**src/rtl/debug_pkg.sv**
```systemverilog
`default_nettype none
// ============================================================================
// Module      : debug_pkg
// Description : Shared types and constants for the debug-module request path.
//               edge_mode_e selects which transition of a synchronized
//               request level counts as an event; edge_hit() applies it.
// Revision    : 1.0 - initial release
// ============================================================================
package debug_pkg;

  typedef enum logic [1:0] {
    EDGE_RISE = 2'd0,
    EDGE_FALL = 2'd1,
    EDGE_BOTH = 2'd2
  } edge_mode_e;

  localparam int SYNC_STAGES_MIN = 2;

  localparam int               OVR_CNT_W   = 8;
  localparam logic [OVR_CNT_W-1:0] OVR_CNT_MAX = '1;

  // Event qualifier: cur is the newest synchronized level, prev the level
  // one cycle earlier.
  function automatic logic edge_hit(edge_mode_e mode, logic cur, logic prev);
    logic hit;
    hit = 1'b0;
    unique case (mode)
      EDGE_RISE: hit = cur & ~prev;
      EDGE_FALL: hit = ~cur & prev;
      EDGE_BOTH: hit = cur ^ prev;
      default:   hit = 1'b0;
    endcase
    return hit;
  endfunction

endpackage : debug_pkg
`default_nettype wire

```
**src/rtl/dmi_req_sync_if.sv**
```systemverilog
`default_nettype none
// ============================================================================
// Module      : dmi_req_sync_if
// Description : Bundle between an asynchronous DMI request source and the
//               debug-module side of dmi_req_sync.
//   master : drives req_i, data_i, busy_i, ovr_clr_i; observes the rest
//   slave  : the synchronizer itself (receives req/data/busy/clear,
//            returns pulse_o, valid_o, data_o, ack_o, ovr_o, ovr_cnt_o)
// Revision    : 1.0 - initial release
// ============================================================================
interface dmi_req_sync_if #(
  parameter int NCH = 2,
  parameter int DW  = 39
);
  logic [NCH-1:0] req_i;
  logic [DW-1:0]  data_i;
  logic           busy_i;
  logic           ovr_clr_i;
  logic [NCH-1:0] pulse_o;
  logic           valid_o;
  logic [DW-1:0]  data_o;
  logic [NCH-1:0] ack_o;
  logic           ovr_o;
  logic [7:0]     ovr_cnt_o;

  modport master (
    output req_i, data_i, busy_i, ovr_clr_i,
    input  pulse_o, valid_o, data_o, ack_o, ovr_o, ovr_cnt_o
  );

  modport slave (
    input  req_i, data_i, busy_i, ovr_clr_i,
    output pulse_o, valid_o, data_o, ack_o, ovr_o, ovr_cnt_o
  );
endinterface : dmi_req_sync_if
`default_nettype wire

```
**src/rtl/dmi_sync_cell.sv**
```systemverilog
`default_nettype none
// ============================================================================
// Module      : dmi_sync_cell
// Description : Multi-flop level synchronizer for one request bit.
//   clk  : destination clock
//   rst  : asynchronous active-high reset, clears every stage
//   d_i  : asynchronous level
//   q_o  : level after STAGES flops
// Revision    : 1.0 - initial release
// ============================================================================
module dmi_sync_cell #(
  parameter int STAGES = 2
) (
  input  wire  clk,
  input  wire  rst,
  input  wire  d_i,
  output logic q_o
);

  logic [STAGES-1:0] sync_q;

  always_ff @(posedge clk or posedge rst) begin
    if (rst) begin
      sync_q <= '0;
    end else begin
      sync_q <= {sync_q[STAGES-2:0], d_i};
    end
  end

  assign q_o = sync_q[STAGES-1];

endmodule : dmi_sync_cell
`default_nettype wire

```
**src/rtl/dmi_req_sync.sv**
```systemverilog
`default_nettype none
// ============================================================================
// Module      : dmi_req_sync
// Description : Brings asynchronous DMI request levels into the debug-module
//               clock domain, turns selected edges into one-hot single-cycle
//               strobes (lowest channel first, stalled by busy_i) and captures
//               the accompanying data bundle.
// Ports       :
//   clk            debug-module clock
//   rst            asynchronous active-high reset
//   bus (slave)    req_i/data_i/busy_i/ovr_clr_i in;
//                  pulse_o/valid_o/data_o/ack_o/ovr_o/ovr_cnt_o out
// Build option: DMI_SYNC_OVERRUN_EN - enables the sticky overrun flag and
//               saturating overrun counter; without it both read as zero.
// Revision    : 1.0 - initial release
// ============================================================================
module dmi_req_sync
  import debug_pkg::*;
#(
  parameter int         NCH         = 2,
  parameter int         SYNC_STAGES = 2,
  parameter int         DW          = 39,
  parameter edge_mode_e EDGE_MODE   = EDGE_RISE
) (
  input wire            clk,
  input wire            rst,
  dmi_req_sync_if.slave bus
);

  if (SYNC_STAGES < SYNC_STAGES_MIN) begin : g_chk_stages
    $error("dmi_req_sync: SYNC_STAGES=%0d below minimum %0d", SYNC_STAGES, SYNC_STAGES_MIN);
  end
  if (NCH < 1 || NCH > 8) begin : g_chk_nch
    $error("dmi_req_sync: NCH=%0d outside 1..8", NCH);
  end

  // After reset the chains need SYNC_STAGES edges to fill with the live
  // request level and one more for the history flop to follow. Events are
  // masked until then so a level already high at release is not an event.
  localparam int SETTLE_MAX = SYNC_STAGES + 1;
  localparam int SETTLE_W   = $clog2(SETTLE_MAX + 1);

  logic [NCH-1:0]      sync_lvl;
  logic [NCH-1:0]      hist_q;
  logic [NCH-1:0]      evt;
  logic [NCH-1:0]      pending_q, pending_d;
  logic [NCH-1:0]      grant;
  logic [NCH-1:0]      pulse_q;
  logic [DW-1:0]       data_q;
  logic [SETTLE_W-1:0] settle_q;
  logic                armed;
  logic                load;

  for (genvar i = 0; i < NCH; i++) begin : g_sync
    dmi_sync_cell #(
      .STAGES (SYNC_STAGES)
    ) u_cell (
      .clk (clk),
      .rst (rst),
      .d_i (bus.req_i[i]),
      .q_o (sync_lvl[i])
    );
  end

  assign armed = (settle_q == SETTLE_W'(SETTLE_MAX));

  always_comb begin
    evt = '0;
    for (int i = 0; i < NCH; i++) begin
      evt[i] = armed & edge_hit(EDGE_MODE, sync_lvl[i], hist_q[i]);
    end
  end

  // Isolate the lowest set pending bit; nothing is granted while busy.
  assign grant     = bus.busy_i ? '0 : (pending_q & (~pending_q + NCH'(1)));
  // A granted channel is consumed this cycle, so a fresh event on it re-arms.
  assign pending_d = (pending_q & ~grant) | evt;
  // Capture data only for the first request of an otherwise idle queue.
  assign load      = (|(evt & ~pending_q)) && (pending_q == '0);

  always_ff @(posedge clk or posedge rst) begin
    if (rst) begin
      hist_q    <= '0;
      pending_q <= '0;
      pulse_q   <= '0;
      data_q    <= '0;
      settle_q  <= '0;
    end else begin
      hist_q    <= sync_lvl;
      pending_q <= pending_d;
      pulse_q   <= grant;
      if (load) begin
        data_q <= bus.data_i;
      end
      if (!armed) begin
        settle_q <= settle_q + SETTLE_W'(1);
      end
    end
  end

  assign bus.pulse_o = pulse_q;
  assign bus.valid_o = |pulse_q;
  assign bus.data_o  = data_q;
  assign bus.ack_o   = sync_lvl;

`ifdef DMI_SYNC_OVERRUN_EN
  logic                 overrun;
  logic                 ovr_q, ovr_d;
  logic [OVR_CNT_W-1:0] ovr_cnt_q, ovr_cnt_d;

  assign overrun = |(evt & pending_q & ~grant);

  // An overrun coinciding with a clear restarts the count at one.
  always_comb begin
    ovr_d     = ovr_q;
    ovr_cnt_d = ovr_cnt_q;
    if (overrun) begin
      ovr_d = 1'b1;
      if (bus.ovr_clr_i) begin
        ovr_cnt_d = OVR_CNT_W'(1);
      end else if (ovr_cnt_q != OVR_CNT_MAX) begin
        ovr_cnt_d = ovr_cnt_q + OVR_CNT_W'(1);
      end
    end else if (bus.ovr_clr_i) begin
      ovr_d     = 1'b0;
      ovr_cnt_d = '0;
    end
  end

  always_ff @(posedge clk or posedge rst) begin
    if (rst) begin
      ovr_q     <= 1'b0;
      ovr_cnt_q <= '0;
    end else begin
      ovr_q     <= ovr_d;
      ovr_cnt_q <= ovr_cnt_d;
    end
  end

  assign bus.ovr_o     = ovr_q;
  assign bus.ovr_cnt_o = ovr_cnt_q;
`else
  // Overruns merge silently; the clear input has no function in this build.
  logic unused_ovr_clr;
  assign unused_ovr_clr = bus.ovr_clr_i;
  assign bus.ovr_o      = 1'b0;
  assign bus.ovr_cnt_o  = '0;
`endif

endmodule : dmi_req_sync
`default_nettype wire

```
**src/flat_wrapper.sv**
```systemverilog
// flat-port wrapper written by rule: the top's interface ports become plain ports
module dmi_req_sync_flat import debug_pkg::*;
#(
  parameter int         NCH         = 2,
  parameter int         SYNC_STAGES = 2,
  parameter int         DW          = 39,
  parameter edge_mode_e EDGE_MODE   = EDGE_RISE
)
  (clk, rst, bus_req_i, bus_data_i, bus_busy_i, bus_ovr_clr_i, bus_pulse_o, bus_valid_o, bus_data_o, bus_ack_o, bus_ovr_o, bus_ovr_cnt_o);
  dmi_req_sync_if #(.NCH(NCH), .DW(DW)) bus_i ();
  input wire clk;
  input wire rst;
  input wire logic [$bits(bus_i.req_i)-1:0] bus_req_i;
  input wire logic [$bits(bus_i.data_i)-1:0] bus_data_i;
  input wire logic [$bits(bus_i.busy_i)-1:0] bus_busy_i;
  input wire logic [$bits(bus_i.ovr_clr_i)-1:0] bus_ovr_clr_i;
  output wire logic [$bits(bus_i.pulse_o)-1:0] bus_pulse_o;
  output wire logic [$bits(bus_i.valid_o)-1:0] bus_valid_o;
  output wire logic [$bits(bus_i.data_o)-1:0] bus_data_o;
  output wire logic [$bits(bus_i.ack_o)-1:0] bus_ack_o;
  output wire logic [$bits(bus_i.ovr_o)-1:0] bus_ovr_o;
  output wire logic [$bits(bus_i.ovr_cnt_o)-1:0] bus_ovr_cnt_o;
  assign bus_i.req_i = bus_req_i;
  assign bus_i.data_i = bus_data_i;
  assign bus_i.busy_i = bus_busy_i;
  assign bus_i.ovr_clr_i = bus_ovr_clr_i;
  assign bus_pulse_o = bus_i.pulse_o;
  assign bus_valid_o = bus_i.valid_o;
  assign bus_data_o = bus_i.data_o;
  assign bus_ack_o = bus_i.ack_o;
  assign bus_ovr_o = bus_i.ovr_o;
  assign bus_ovr_cnt_o = bus_i.ovr_cnt_o;
  dmi_req_sync #(.NCH(NCH), .SYNC_STAGES(SYNC_STAGES), .DW(DW), .EDGE_MODE(EDGE_MODE)) u_core (.clk(clk), .rst(rst), .bus(bus_i));
endmodule
```
**config.mk**
```make
export PLATFORM = sky130hd
export DESIGN_NAME = dmi_req_sync_flat
export DESIGN_NICKNAME = d
export VERILOG_FILES = /design/src/rtl/debug_pkg.sv /design/src/rtl/dmi_req_sync_if.sv /design/src/rtl/dmi_sync_cell.sv /design/src/rtl/dmi_req_sync.sv /design/src/flat_wrapper.sv
export SDC_FILE = /design/constraint.sdc
export NUM_CORES = 1
export LEC_CHECK = 0
export ABC_AREA = 1
export CAP_MARGIN = 0
export CORE_ASPECT_RATIO = 1.25
export CORE_MARGIN = 8
export CORE_UTILIZATION = 40
export CTS_CLUSTER_DIAMETER = 50
export DETAILED_ROUTE_END_ITERATION = 6
export GPL_TIMING_DRIVEN = 0
export HOLD_SLACK_MARGIN = 0.1
export PLACE_DENSITY = 0.79
export SETUP_SLACK_MARGIN = 0.02
export SLEW_MARGIN = 20
export SYNTH_ARGS = -nofsm -noshare
export SYNTH_HDL_FRONTEND = slang
export SYNTH_SLANG_ARGS = --single-unit
export TNS_END_PERCENT = 1
```
**constraint.sdc**
```tcl
create_clock -name clk -period 2.2 [get_ports clk]
set_clock_uncertainty 0.2 [all_clocks]
set_input_delay 0.66 -clock clk [delete_from_list [all_inputs] [get_ports clk]]
set_output_delay 0.66 -clock clk [all_outputs]
set_load 0.005 [all_outputs]
```
# Yosys cells after proc, flatten, opt, wreduce, memory -nomap -nowiden
# Cells that the tools add are included.
# totals
wordCells,27
regBits,51
output_inout_bits,53
inputBits,45
# classes
reduce_logical,4
n_mux,1
add_sub_neg,2
n_bitwise,12
eq_ne,1
# op_table
cell,n
2-bit AND,3
2-bit by 1-bit adder with 2-bit output (second input constant),2
1-bit AND,4
2-bit NOT,2
2-bit OR reduction,2
2-bit equality test (second input constant),1
2-bit logical NOT,1
2-bit 2-to-1 mux,1
1-bit NOT,2
2-bit OR,1
1-bit logical AND,1

# Depth between registers and ports, before layout
# Gate-level depths: netlist (run 1).
# depth
word_depth,7
depth_mapped,8
depth_no_buf,6

# Modules after synthesis
# Synthesis (run 1) repeated with hierarchy kept, for this count alone.
# unflattened
cells_unflattened,212
area_unflattened_um2,2023.2
# by_module_without_submodules
module,seq_area_each_um2,area_each_um2,instances,cells_per_inst
dmi_req_sync,1176.1,1915.6,1,206
dmi_sync_cell,50.0,53.8,2,3

# Least setup slack after synthesis (run 1)
# OpenSTA, ideal clock, no wires.
# synth_timing
path_type,reg2reg
from,register u_core.settle_q[0]
to,register u_core.data_q[0] (netlist: u_core.bus.data_o[0])
arrival_time_ns,1.227
n_path_buf,2
slack_ns,0.656
synth_period_minus_slack_ns,1.544
path_stages_with_launch,8
t_required_ns,1.884
setup_time_ns,0.116
cell_sequence,dfrtp_1 > ha_1 > nand3_1 > nand2_1 > buf_4 > buf_4 > nand3_1 > nand2_1
# synth_between
elab_chain_len,5
word_cells_on_any_way,6
cone_classes,eq/ne: 1; bitwise: 3; reduce/logical: 2
# synth_rtl
item,line_no,rtl
start: declaration,dmi_req_sync.sv:50,logic [SETTLE_W-1:0] settle_q;
start signal: assignment,dmi_req_sync.sv:96,settle_q <= settle_q + SETTLE_W'(1);
2-bit equality test (*),dmi_req_sync.sv:65,assign armed = (settle_q == SETTLE_W'(SETTLE_MAX));
1-bit AND,dmi_req_sync.sv:70,"evt[i] = armed & edge_hit(EDGE_MODE, sync_lvl[i], hist_q[i]);"
2-bit AND (*),dmi_req_sync.sv:79,assign load = (|(evt & ~pending_q)) && (pending_q == '0);
2-bit OR reduction (*),dmi_req_sync.sv:79,
1-bit logical AND (*),dmi_req_sync.sv:79,
end signal: assignment,dmi_req_sync.sv:93,data_q <= bus.data_i;
end: declaration,dmi_req_sync.sv:49,logic [DW-1:0] data_q;
# Mark *: on every way between the ends. The rest lies on a longest branch, timed or not.
# A chain may end at the register's enable or synchronous reset.

# Worst setup path after layout (run 1)
# layout_timing
from,register u_core.g_sync[0].u_cell.sync_q[1]
to,output port bus_ack_o[0]
# layout_lines
item,line_no,rtl
start: declaration,dmi_sync_cell.sv:20,logic [STAGES-1:0] sync_q;
start signal: assignment,dmi_sync_cell.sv:26,"sync_q <= {sync_q[STAGES-2:0], d_i};"
end: declaration,flat_wrapper.sv:20,output wire logic [$bits(bus_i.ack_o)-1:0] bus_ack_o;
# No word-level cell between the ends.

==> impl_results.md, run 1 <==
- Sw frac: 26.2%
- Net switching power: around 0.71 mW
- Vias in the first global route: 1726
- Grt ovf: 0
- R2r worst-path depth: 7
- Routed wire per std cell: between 10 and 15 um
- Hold Crit Class: flip-flop to flip-flop
- Final Cell Area: 3140 um2
- CP Launch Point: u_core.g_sync[0].u_cell.sync_q[1]$_DFF_PP0_
- Register area share after synthesis: 62.8%
- Number of port buffers: 87
- Worst-Margin Slew: 0.523 ns
- Initial core utilization: 40.9%
- Clock root buffer: clkbuf_8
- CTS tree: built
- CORE AREA: 4970 um2
- Number of CTS-inserted buffers: 5
- Min Tclk post-route: 2.13 ns
- Worst-Skew Late Latency: 0.29 ns
- Overall die area: 7630 um2
- Synth area leader: dfrtp_1
- Min-delay src: u_core.g_sync[1].u_cell.sync_q[0]$_DFF_PP0_
- Fin util: a little over three fifths
- Combinational power share: 31.1%
- Worst Hold Path Cells: 0
- Filler cell count: 436
- Top area cells in the synthesized netlist: dfrtp_1, nand2_1, nand3_1
- Unrepaired setup endpoints after global routing: no
- Fin Hold WS: 0.153 ns
- Global Route Usage Sum: 13.5%
- Final setup violation count: 0
- Total vias in the final route: 1708
- Top-area cell type share of the netlist area: 62.8%
- Final Wtd Congestion: 0.748
- Commonest non-fill, non-tap cell in the layout: clkdlybuf4s50_1
- Max VDD drop: 0.000524 V
- Syn. warnings: 0
- Synthesized instance count: 212
- Fmax: 470 MHz
- CP max FO: 2
- DR iter-0 viols: just under 60
- Fin cells: 378
- Post-CTS Hold Buffers: 0
- Die Y: 95.7 um
- Final Hold Viols: 0
- Avg Inst Size Synth: 9.58 um2
- Area Growth Syn to Fin: 54.5%
- Post-Place Cell Area: 3030 um2
- Die Wd: 79.7 um
- Crit start category: flip-flop
- Status: finished clean
- Commonest cells after routing, fill and taps aside: clkdlybuf4s50_1, nand2_1, dfrtp_1, nand3_1, buf_4
- First-pass GRT wire length: slightly above 8 mm
- Power Internal: 2.01 mW
- Register bit total from synthesis: 51
- R2R Path Start: u_core.settle_q[0]$_DFFE_PP0P_
- Final net count: 362
- Pin count of the biggest net entering global routing: 28
- Share of cells above drive strength 1: 10.4%
- Pleak: 1.54 nW
- Slew headroom: 65.1%
- Inst Count DP: 370
- Final period util: 96.7%
- Clk sinks: 51
- CTS Buffer Depth: 2
- Initial antenna violation count: 0
- Clock network fraction of total power: 22.7%
- Pins Over Slew Limit: 0
- Site row count: 29
- Fin worst setup slack: about 0.073 ns
- # DRC: 0
- Crit path kind: flip-flop to output pin
- Drt total wl: 5.11 mm
- Post-DP HPWL: slightly below 4 mm
- Max-cap viol count: 0
- Worst-path clk slew: ~0.080 ns
- Number of vias per cell: roughly 4.5
- Mapped Area: 2030 um2
- Sequential share of power: 46.2%
- Pre-CTS setup slack: 0.243 ns
- Top Ports: 98
- Pwr dens: 867 nW/um2
- Antenna cells: 0
- CP Capture Type: output pin
- Final antenna-violating net count: 0
- H-tree depth: 2
- Worst EP required: 1.34 ns
- Critical path data arrival time: 1.27 ns
- DRT Pass-1 Iters: 4
- Netlist cell types: 17
-- Yosys cell counts, drive strengths merged --
| master | number |
|---|---|
| mux2 | 1 |
| xnor2 | 1 |
| nor2 | 3 |
| or2 | 1 |
| ha | 1 |
| inv | 4 |
| conb | 1 |
| clkbuf | 1 |
| dfrtp | 51 |
| o21ai | 1 |
| nand3 | 41 |
| nand2 | 84 |
| buf | 22 |
-- power groups by stage --
| stage | Clock (mW) | Combinational [mW] | Sequential [mW] |
|---|---|---|---|
| 2_1_floorplan | 0 | 0.257 | 1.29 |
| 6_report | 0.618 | 0.846 | 1.26 |
| 3_3_place_gp | 0 | 0.845 | 1.26 |
| 5_1_grt | 0.676 | 0.940 | 1.28 |
| 4_1_cts | 0.638 | 0.866 | 1.26 |
| 3_5_place_dp | 0 | 0.864 | 1.28 |
-- critical path, cell delays in order (launching register included) --
cell and delay [ns]:
dfrtp_1 0.38, buf_4 0.11, clkdlybuf4s50_1 0.49
-- state kept, by name, indices dropped and copies added, names as in the netlist --
| signal | cells |
|---|---|
| u_core.settle_q | 2 |
| u_core.bus.pulse_o | 2 |
| u_core.bus.data_o | 39 |
| u_core.hist_q | 2 |
| u_core.pending_q | 2 |
| u_core.g_sync.u_cell.sync_q | 4 |
-- layer usage --
metal  up-vias  track usage, %  routed length, um
met5         -               0                  0
met4         0            2.74                 11
met3         2            6.51                582
met2        68            22.4               2420
met1       781            15.6               2090
li1        857               -                  -
-- metrics by stage --
step                      TNS (ns)  power (mW)
after floorplan                  0        1.55
after global placement      -44.23        2.11
after detailed placement         0        2.14
after CTS                        0        2.76
after global routing             0        2.90
final                            0        2.72
-- worst paths after layout --
path                                                               endpoint  slack (ns)
worst max register to register             u_core.bus.data_o[1]$_DFFE_PP0P_        0.49
min in group asynchronous       u_core.g_sync[0].u_cell.sync_q[1]$_DFF_PP0_        0.52
max in group asynchronous                  u_core.bus.data_o[9]$_DFFE_PP0P_        0.77
worst min-delay path            u_core.g_sync[1].u_cell.sync_q[1]$_DFF_PP0_        0.15
worst max-delay path                                           bus_ack_o[0]        0.07
worst min register to register  u_core.g_sync[1].u_cell.sync_q[1]$_DFF_PP0_        0.15
-- cells by family after synthesis --
kind of cell	synth area share [%]
AND/OR/NAND/NOR	26.6
AO/OA/AOI/OAI	0.246
XOR/XNOR	0.431
multiplexers	0.554
other	0.185
flip-flops	62.8
adder cells (fa/ha/maj)	0.616
buffers and inverters	8.50
-- final cells by class --
type                    instances  area [um2]  share of cell area [%]
multi-input cells             142         612                    19.5
repair buffers                 89         897                    28.6
flip-flops and latches         51        1280                    40.7
inverters                       4        15.0                   0.478
plain buffers                  23         158                    5.02
clock inverters                 1        30.0                   0.957
well taps                      62        77.6                    2.47
clock buffers                   6        72.6                    2.31
-- timing repair --
| item | CTS | global route |
|---|---|---|
| pin swaps | 0 | 0 |
| gates cloned | 0 | 0 |
| buffers inserted | 0 | 1 |
| setup endpoints to repair | 1 | 1 |
| gates resized for setup | 1 | 0 |
Power figures use the tool's default switching activity.
==> inputs of run 2 (changes only) <==
--- a/config.mk
+++ b/config.mk
@@ -8,7 +8,7 @@
 export ABC_AREA = 1
 export CAP_MARGIN = 0
 export CORE_ASPECT_RATIO = 1.25
-export CORE_MARGIN = 8
+export CORE_MARGIN = 5
 export CORE_UTILIZATION = 40
 export CTS_CLUSTER_DIAMETER = 50
 export DETAILED_ROUTE_END_ITERATION = 6
==> run 2 against run 1 <==
  * Sequential power is essentially flat
  * Count of clock-buffer cells in the layout is the same
  * Design area shrank 1.1%
  * Critical path depth is the same
  * Hold slack lost 0.0014 ns
  * Setup slack gained 0.021 ns
  * Via count grew 1.9%
  * Register-to-register slack lost 0.03 ns
  * Clock power shrank 22%
==> impl_results.md, run 2 (synthesis results as in run 1) <==
- Pins Over Slew Limit: 0 (unchanged)
- Met2 GRT Util: 28.0% (was 22.4%)
- FF/Latch Area: 1280 um2 (unchanged)
- Die Y: 89.7 um (was 95.7 um)
- Min Tclk post-route: 2.11 ns (was 2.13 ns)
- Worst EP required: 1.34 ns (about the same)
- Final net count: 361 (was 362)
- Combinational power share: 32.6% (was 31.1%)
- Final antenna-violating net count: 0 (unchanged)
- Sequential share of power: 48.8% (was 46.2%)
- Met3 Resource Use GR: 5.23% (was 6.51%)
- Fmax: 475 MHz (was 470 MHz)
- Filler cell count: 465 (was 436)
- CP max FO: 3 (was 2)
- R2R Path Start: u_core.settle_q[0]$_DFFE_PP0P_ (unchanged)
- Clock root buffer: clkbuf_8 (unchanged)
- Pre-CTS setup slack: 0.237 ns (was 0.243 ns)
- Number of CTS-inserted buffers: 5 (unchanged)
- GRT met1 Usage: 16.8% (was 15.6%)
- Post-CTS Hold Buffers: 0 (unchanged)
- Total vias in the final route: 1740 (was 1708)
- TNS Setup: 0 ns (unchanged)
- Site row count: 29 (unchanged)
- Drt total wl: 4.91 mm (was 5.11 mm)
- DR iter-0 viols: 74 (was 58)
- CTS Buffer Depth: 2 (unchanged)
- Initial antenna violation count: 0 (unchanged)
- Max-cap viol count: 0 (unchanged)
- Grt ovf: 0 (unchanged)
- Fin worst setup slack: 0.0939 ns (was 0.0731 ns)
- Max FFs per register: 39 (unchanged)
- Worst-path clk slew: 0.08 ns (about the same)
- Final period util: 95.7% (was 96.7%)
- Worst-Skew Late Latency: 0.29 ns (about the same)
- Commonest non-fill, non-tap cell in the layout: clkdlybuf4s50_1 (unchanged)
- Status: finished clean (unchanged)
- Fin cells: 376 (was 378)
- Final Cell Area: 3100 um2 (was 3140 um2)
- Final Wtd Congestion: 0.750 (was 0.748)
- Final setup violation count: 0 (unchanged)
- Crit start category: flip-flop (unchanged)
- Area Growth Syn to Fin: 52.8% (was 54.5%)
- Antenna cells: 0 (unchanged)
- H-tree depth: 2 (unchanged)
- Commonest cells after routing, fill and taps aside: clkdlybuf4s50_1, nand2_1, dfrtp_1, nand3_1, buf_4 (unchanged)
- CTS tree: built (unchanged)
- Power Internal: 1.88 mW (was 2.01 mW)
- Initial core utilization: 40.6% (was 40.9%)
- Area of the multi-input gates: 612 um2 (unchanged)
- Die Wd: 73.7 um (was 79.7 um)
- Critical path data arrival time: 1.25 ns (was 1.27 ns)
- Pin count of the biggest net entering global routing: 32 (was 28)
- Number of port buffers: 87 (unchanged)
- Pleak: 1.53 nW (was 1.54 nW)
- DRT Pass-1 Iters: 4 (unchanged)
- Routed wire per std cell: 13.1 um (was 13.5 um)
- Global Route Usage Sum: 15.3% (was 13.5%)
- Overall die area: 6610 um2 (was 7630 um2)
- Post-DP HPWL: 3.84 mm (was 3.91 mm)
- Unrepaired setup endpoints after global routing: no (unchanged)
- Post-Place Cell Area: 3030 um2 (unchanged)
- CP Capture Type: output pin (unchanged)
- Hold Crit Class: flip-flop to flip-flop (unchanged)
- First-pass GRT wire length: 7.95 mm (was 8.24 mm)
- Share of cells above drive strength 1: 9.87% (was 10.4%)
- CORE AREA: 5010 um2 (was 4970 um2)
- Min-delay src: u_core.g_sync[1].u_cell.sync_q[0]$_DFF_PP0_ (unchanged)
- Number of vias per cell: 4.63 (was 4.52)
- Layer with the highest usage: met2 (unchanged)
- Clock network fraction of total power: 18.7% (was 22.7%)
- Vias in the first global route: 1797 (was 1726)
- Inst Count DP: 370 (unchanged)
- Pwr dens: 832 nW/um2 (was 867 nW/um2)
- Max VDD drop: 0.000412 V (was 0.000524 V)
- # DRC: 0 (unchanged)
- Top Ports: 98 (unchanged)
- CP Launch Point: u_core.g_sync[1].u_cell.sync_q[1]$_DFF_PP0_ (was u_core.g_sync[0].u_cell.sync_q[1]$_DFF_PP0_)
- Crit path kind: flip-flop to output pin (unchanged)
- Final Hold Viols: 0 (unchanged)
- Sw frac: 27.0% (was 26.2%)
- Clk sinks: 51 (unchanged)
- Net switching power: 0.697 mW (was 0.714 mW)
==> run 2: cell types whose count changed in the layout (fill, tap and decap cells not counted) <==
| cell | before | now |
|---|---|---|
| buf_4 | 14 | 13 |
| bufinv_16 | 1 | 0 |
| clkdlybuf4s50_1 | 86 | 85 |
| dlymetal6s2s_1 | 0 | 1 |
==> run 2: worst max-delay path: stages (launching register included) <==
cell	delay, ns
dfrtp_1	0.37
buf_4	0.11
clkdlybuf4s50_1	0.48
==> run 2: worst paths after layout <==
path                                                                to  cells past startpoint  slack [ns]
hold / removal             u_core.g_sync[1].u_cell.sync_q[1]$_DFF_PP0_                      0        0.15
setup / recovery                                          bus_ack_o[1]                      2        0.09
max in group asynchronous            u_core.bus.data_o[10]$_DFFE_PP0P_                      3        0.79
hold reg to reg            u_core.g_sync[1].u_cell.sync_q[1]$_DFF_PP0_                      0        0.15
setup reg to reg                     u_core.bus.data_o[36]$_DFFE_PP0P_                      7        0.46
min in group asynchronous  u_core.g_sync[0].u_cell.sync_q[1]$_DFF_PP0_                      2        0.49
==> run 2: what timing repair did <==
| action | 4_1_cts | 5_1_grt |
|---|---|---|
| setup buffers | 0 | 0 |
| setup endpoints to repair | 1 | 1 |
| cloned | 0 | 0 |
| gates resized for setup | 1 | 1 |
==> run 2: through the flow <==
| stage | utilization [%] | power [mW] | hold slack, ns |
|---|---|---|---|
| floorplan | - | 1.55 | 0.131 |
| global placement | 60.1 | 2.10 | 0.133 |
| detailed placement | 60.5 | 2.14 | 0.137 |
| CTS | 61.9 | 2.62 | 0.156 |
| global route | 62.0 | 2.76 | 0.163 |
| finish | 62.0 | 2.58 | 0.152 |
==> run 2: power by group through the flow <==
stage | Combinational (mW) | Sequential [mW] | Clock (mW)
after floorplan | 0.257 | 1.29 | 0
final | 0.841 | 1.26 | 0.482
after detailed placement | 0.860 | 1.28 | 0
after global placement | 0.834 | 1.27 | 0
after CTS | 0.861 | 1.26 | 0.502
after global routing | 0.930 | 1.29 | 0.538
==> run 2: routing by layer <==
| metal | vias to the layer above | share of wire, % |
|---|---|---|
| li1 | 849 | - |
| met1 | 814 | 39 |
| met2 | 72 | 49 |
| met3 | 5 | 11 |
| met4 | 0 | 0.69 |
| met5 | - | 0 |
==> run 2: area by class of cell <==
type                    instances  area share (%)
clock buffers                   6            2.34
plain buffers                  23            5.08
well taps                      62            2.50
inverters                       4           0.484
repair buffers                 88            28.7
flip-flops and latches         51            41.1
multi-input cells             142            19.7
